### config.mk
export PLATFORM = sky130hd
export DESIGN_NAME = button_debouncer
export DESIGN_NICKNAME = d
export VERILOG_FILES = /design/src/rtl/button_debouncer_pkg.sv /design/src/rtl/button_debouncer_debounce_channel.sv /design/src/rtl/button_debouncer.sv
export SDC_FILE = /design/constraint.sdc
export NUM_CORES = 1
export LEC_CHECK = 0
export BUFFER_PORTS_ARGS = -buffer_cell sky130_fd_sc_hd__buf_2
export CAP_MARGIN = 5
export CORE_MARGIN = 1.5
export CORE_UTILIZATION = 50
export DETAILED_ROUTE_END_ITERATION = 8
export HOLD_SLACK_MARGIN = 0.05
export PLACE_DENSITY = 0.66
export SYNTH_ARGS = -nofsm -noshare
export SYNTH_HDL_FRONTEND = slang
export SYNTH_SLANG_ARGS = --single-unit
### constraint.sdc
create_clock -name clk -period 3.1 [get_ports clk]
set_clock_uncertainty 0.2 [all_clocks]
set_input_delay 0.155 -clock clk [delete_from_list [all_inputs] [get_ports clk]]
set_output_delay 0.155 -clock clk [all_outputs]
set_load 0.02 [all_outputs]
### src/rtl/button_debouncer_pkg.sv
// Shared definitions for the pushbutton debouncer: FSM state encoding and
// debounce window defaults.
package button_debouncer_pkg;

    typedef enum logic [1:0] {
        ST_RELEASED     = 2'd0,
        ST_PRESS_PEND   = 2'd1,
        ST_PRESSED      = 2'd2,
        ST_RELEASE_PEND = 2'd3
    } btn_state_e;

    // 10 ms at 27 MHz
    localparam int DEFAULT_DEBOUNCE_CYCLES = 270000;
    localparam int SIM_DEBOUNCE_CYCLES     = 4;

endpackage

### src/rtl/button_debouncer_debounce_channel.sv
// One pushbutton channel: 2-flop synchronizer feeding a counter-based
// debounce FSM with registered level, press and release outputs.
//
//   state           | meaning
//   ----------------+-------------------------------------------------
//   ST_RELEASED     | accepted released, waiting for a low sample
//   ST_PRESS_PEND   | low samples seen, counting toward press accept
//   ST_PRESSED      | accepted pressed, waiting for a high sample
//   ST_RELEASE_PEND | high samples seen, counting toward release accept
module debounce_channel
    import button_debouncer_pkg::*;
#(
    parameter int DEBOUNCE_CYCLES = DEFAULT_DEBOUNCE_CYCLES,
    parameter int CNT_W           = $clog2(DEBOUNCE_CYCLES + 1)
) (
    input  logic clk,
    input  logic rst,
    input  logic btn_n,
    output logic level,
    output logic press,
    output logic release_p
);

    localparam logic [CNT_W-1:0] CNT_LAST = CNT_W'(DEBOUNCE_CYCLES - 1);
    localparam logic [CNT_W-1:0] CNT_ONE  = CNT_W'(1);

    logic             sync1_q, sync2_q;
    btn_state_e       state_q, state_d;
    logic [CNT_W-1:0] cnt_q, cnt_d;
    logic             level_q, level_d;
    logic             press_q, press_d;
    logic             rel_q, rel_d;

    always_comb begin
        state_d = state_q;
        cnt_d   = cnt_q;
        level_d = level_q;
        press_d = 1'b0;
        rel_d   = 1'b0;
        case (state_q)
            ST_RELEASED: begin
                if (!sync2_q) begin
                    state_d = ST_PRESS_PEND;
                    cnt_d   = CNT_ONE;
                end else begin
                    cnt_d = '0;
                end
            end
            ST_PRESS_PEND: begin
                if (sync2_q) begin
                    state_d = ST_RELEASED;
                    cnt_d   = '0;
                end else if (cnt_q == CNT_LAST) begin
                    state_d = ST_PRESSED;
                    cnt_d   = '0;
                    level_d = 1'b1;
                    press_d = 1'b1;
                end else begin
                    cnt_d = cnt_q + CNT_ONE;
                end
            end
            ST_PRESSED: begin
                if (sync2_q) begin
                    state_d = ST_RELEASE_PEND;
                    cnt_d   = CNT_ONE;
                end else begin
                    cnt_d = '0;
                end
            end
            ST_RELEASE_PEND: begin
                if (!sync2_q) begin
                    state_d = ST_PRESSED;
                    cnt_d   = '0;
                end else if (cnt_q == CNT_LAST) begin
                    state_d = ST_RELEASED;
                    cnt_d   = '0;
                    level_d = 1'b0;
                    rel_d   = 1'b1;
                end else begin
                    cnt_d = cnt_q + CNT_ONE;
                end
            end
            default: begin
                state_d = ST_RELEASED;
                cnt_d   = '0;
            end
        endcase
    end

    always_ff @(posedge clk) begin
        if (rst) begin
            sync1_q <= 1'b1;
            sync2_q <= 1'b1;
            state_q <= ST_RELEASED;
            cnt_q   <= '0;
            level_q <= 1'b0;
            press_q <= 1'b0;
            rel_q   <= 1'b0;
        end else begin
            sync1_q <= btn_n;
            sync2_q <= sync1_q;
            state_q <= state_d;
            cnt_q   <= cnt_d;
            level_q <= level_d;
            press_q <= press_d;
            rel_q   <= rel_d;
        end
    end

    assign level     = level_q;
    assign press     = press_q;
    assign release_p = rel_q;

endmodule

### src/rtl/button_debouncer.sv
// Multi-channel pushbutton conditioner: raw active-low pins in, clean
// active-high levels plus one-cycle press/release pulses out.
module button_debouncer
    import button_debouncer_pkg::*;
#(
    parameter int N_CH            = 2,
    parameter int DEBOUNCE_CYCLES = DEFAULT_DEBOUNCE_CYCLES
) (
    input  logic            clk,
    input  logic            rst,
    input  logic [N_CH-1:0] btn_n,
    output logic [N_CH-1:0] btn_level,
    output logic [N_CH-1:0] btn_press,
    output logic [N_CH-1:0] btn_release
);

    localparam int CNT_W = $clog2(DEBOUNCE_CYCLES + 1);

    for (genvar i = 0; i < N_CH; i++) begin : g_ch
        debounce_channel #(
            .DEBOUNCE_CYCLES(DEBOUNCE_CYCLES),
            .CNT_W          (CNT_W)
        ) u_ch (
            .clk      (clk),
            .rst      (rst),
            .btn_n    (btn_n[i]),
            .level    (btn_level[i]),
            .press    (btn_press[i]),
            .release_p(btn_release[i])
        );
    end

endmodule

==> impl_metrics.py <==
metrics = {
    "status": {
        "status": "complete, but fails checks",
        "violations": "DRC",
    },
    "setup_path": {
        "crit_path_max_incr_delay_ns": 0.59,
        "critPathMaxFanout": 18,
        "crit_family": "simple AND/OR/NAND/NOR gates",
        "reg2reg_to": "g_ch[0].u_ch.cnt_q[8]$_SDFF_PP0_",
        "r2r_cells": 4,
        "worst-path-buf-inv": 0,
        "critPathKind": "register to register",
        "endpoint_kind": "register",
        "worstPathArrival_ns": 2.47,
        "startpoint": "g_ch[0].u_ch.cnt_q[8]$_SDFF_PP0_",
        "rrSetupSlack_ns": 0.61,
        "rr_startpoint": "g_ch[0].u_ch.cnt_q[8]$_SDFF_PP0_",
        "crit_path_start_kind": "register",
        "critPathRequiredTime_ns": 3.08,
        "crit_path_cell_trace": "or4_4 -> or4_4 -> o211ai_4 -> nor2_1",
        "crit_top_cell": "or4_4",
        "slowest_stage": "o211ai_4",
    },
    "drt": {
        "dr_total_vias": 1759,
        "drc": 2,
        "viasPerCell": 5.41,
        "drt-initial-drc-count": 84,
        "routed_wl_um": 4010,
        "ant_nets": 0,
        "drt_pass1_iterations": 6,
        "wire_per_inst_um": 12.3,
    },
    "timing": {
        "setup_viol": 0,
        "fin_tns_setup_ns": 0,
        "post-route-period-util_pct": 80.5,
        "hold_viol": 0,
        "period_needed_ns": 2.49,
        "rsz0062_at_grt": "no",
        "worst_slew_pin_slew_ns": 0.659,
        "final_max_slew_viol_count": 0,
        "timing.slew.headroom_pct": 55.9,
        "whs_ns": 0.227,
        "fmax_mhz": 401,
    },
    "floorplan": {
        "placementRows": 24,
        "start_util_pct": 52.7,
        "core_um2": 4440,
        "die_h_um": 71.4,
        "die_w_um": 71.4,
        "ios": 10,
        "design.die.area_um2": 5100,
    },
    "final_layout": {
        "antenna_cells": 0,
        "mostFrequentLayoutCells": "dfxtp_1 (52), nor2_1 (27), xnor2_1 (21), nand2_1 (18), nor3_1 (12)",
        "mostFrequentLayoutCell": "dfxtp_1",
        "area_growth_pct": 7.05,
        "final_cells": 325,
        "fin_nets": 278,
        "final.fill_count": 422,
        "layout-drive-gt1-share_pct": 15.8,
    },
    "pwr": {
        "switching_share_pct": 22.6,
        "p_seq_share_pct": 62.0,
        "switchingPower_w": 0.000248,
        "internal-power_w": 0.000849,
        "power.density_nw_per_um2": 437,
        "power_w": 0.00110,
        "cellLeakagePower_nw": 0.708,
        "comb_power_share_pct": 2.6,
        "clockPowerShare_pct": 35.4,
        "ir_worst_vdd_mv": 0.227,
    },
    "synthesis": {
        "ys_types": 37,
        "synthArstFlopShare_pct": 0,
        "yosys.area.top_type_share_pct": 44.4,
        "yosysTopAreaCell": "dfxtp_1",
        "syn_area_um2": 2340,
        "ys_seq_elements": 52,
        "syn_avg_cell_area_um2": 8.91,
        "syn_nets": 269,
        "synth-edff-count": 0,
        "synthCells": 263,
        "yosys_warnings": 0,
        "synth_area_leaders": "dfxtp_1 (44%), xnor2_1 (7.9%), nor2_1 (4.3%), nor4_1 (2.9%), nand2_1 (2.9%)",
        "ys.flop_type": "dfxtp_1",
        "yosysSeqAreaShare_pct": 44.4,
    },
    "global_routing": {
        "overflow": 0,
        "grt_usage_pct": 17.6,
        "grt_max_degree": 19,
        "grt_pass1_wl_um": 7140,
        "antenna_found_initial": 0,
        "grt_pass1_vias": 1576,
    },
    "cts": {
        "cts.sinks": 52,
        "h-tree-depth": 2,
        "cts_tree": "built",
        "cts_buffers": 5,
        "clockBufferDepth": 2,
        "root_buffer": "clkbuf_8",
        "clk_transition_reported_paths_ns": 0.10,
        "clock_latency_ns": 0.31,
        "post_cts_buffers": 0,
    },
    "place": {
        "place.gp.congestion": 0.756,
        "placedCellCount": 314,
        "place.detailed.hpwl_um": 2780,
        "port_buffers": 9,
    },
    "hold_path": {
        "min_from": "g_ch[1].u_ch.sync1_q$_SDFF_PP1_",
        "hold_path_depth": 1,
        "hold_end": "g_ch[1].u_ch.sync2_q$_SDFF_PP1_",
        "hold_path.class": "register to register",
    },
    "flow_run": {
        "maxCapViolations": 0,
    },
}
==> repair_timing <==
action	CTS	global route
gates resized for setup	0	0
hold buffers	3	0
endpoints found under the hold margin	9	0
==> metal layers <==
layer | routed length, um | GRT usage (%) | up-vias
li1 | - | - | 931
met1 | 2140 | 24.7 | 799
met2 | 1670 | 25.8 | 21
met3 | 128 | 4.22 | 8
met4 | 70 | 7.69 | 0
met5 | 0 | 0 | -
==> metrics by stage <==
step	setup WS (ns)	util, %	instance area [um^2]
finish	0.606	56.4	2510
global placement	0.644	53.7	2380
global route	0.483	56.4	2510
detailed placement	0.610	53.7	2380
floorplan	0.867	-	2340
CTS	0.590	56.4	2510
==> registers in the layout, summed over array words and instances (netlist names), named ones only <==
register,count
g_ch.u_ch.cnt_q,38
g_ch.u_ch.level,2
g_ch.u_ch.press,2
g_ch.u_ch.release_p,2
g_ch.u_ch.state_q,2
g_ch.u_ch.sync1_q,2
g_ch.u_ch.sync2_q,2
==> worst register-to-register path: cells and delay by family (launching register included) <==
family / cells / cell delay [ns]
flops: 1 / 0.34
simple gates: 3 / 1.24
compound gates: 1 / 0.59
==> synth_stat cells (all sizes together), types with 6 or more instances <==
cell / instances
nor3: 12
a21oi: 11
buf: 7
or3: 8
or2: 8
xor2: 7
nor2: 37
o21ai: 6
xnor2: 21
nand2: 18
nand4: 9
dfxtp: 52
inv: 9
nor4: 11
nand3: 11
==> how the worst max path moves through the flow <==
| stage | slack [ns] | cells after the start | endpoint |
|---|---|---|---|
| 2_1_floorplan | 0.87 | 5 | g_ch[0].u_ch.cnt_q[12]$_SDFF_PP0_ |
| 3_3_place_gp | 0.64 | 4 | g_ch[0].u_ch.cnt_q[4]$_SDFF_PP0_ |
| 3_5_place_dp | 0.61 | 4 | g_ch[0].u_ch.cnt_q[8]$_SDFF_PP0_ |
| 4_1_cts | 0.59 | 4 | g_ch[0].u_ch.cnt_q[8]$_SDFF_PP0_ |
| 5_1_grt | 0.48 | 4 | g_ch[0].u_ch.cnt_q[4]$_SDFF_PP0_ |
| 6_report | 0.61 | 4 | g_ch[0].u_ch.cnt_q[8]$_SDFF_PP0_ |
==> final cells by class <==
type | count | area (um^2) | share of cell area (%)
inverters | 9 | 33.8 | 1.35
repair buffers | 13 | 82.6 | 3.29
clock buffers | 5 | 68.8 | 2.74
well taps | 52 | 65.1 | 2.59
flip-flops and latches | 52 | 1040 | 41.5
multi-input cells | 191 | 1190 | 47.6
clock inverters | 3 | 23.8 | 0.948
==> kinds of logic after synthesis <==
group,count (synthesis),synth area share [%]
and+or+nand+nor,131,30.6
adders and majority gates,2,1.07
xor gates and xnor gates,28,10.5
DFF,52,44.4
buffers and inverters,20,4.65
AOI/OAI and AO/OA,30,8.76
==> power by group through the flow <==
| stage | Clock, W | Combinational (W) | Sequential, W |
|---|---|---|---|
| after floorplan | 0 | 0.0000244 | 0.000694 |
| after global placement | 0 | 0.0000256 | 0.000696 |
| after detailed placement | 0 | 0.0000259 | 0.000696 |
| after CTS | 0.000402 | 0.0000290 | 0.000680 |
| after global routing | 0.000433 | 0.0000324 | 0.000682 |
| final | 0.000388 | 0.0000286 | 0.000680 |
No activity file was read; power rests on OpenSTA's default activity.
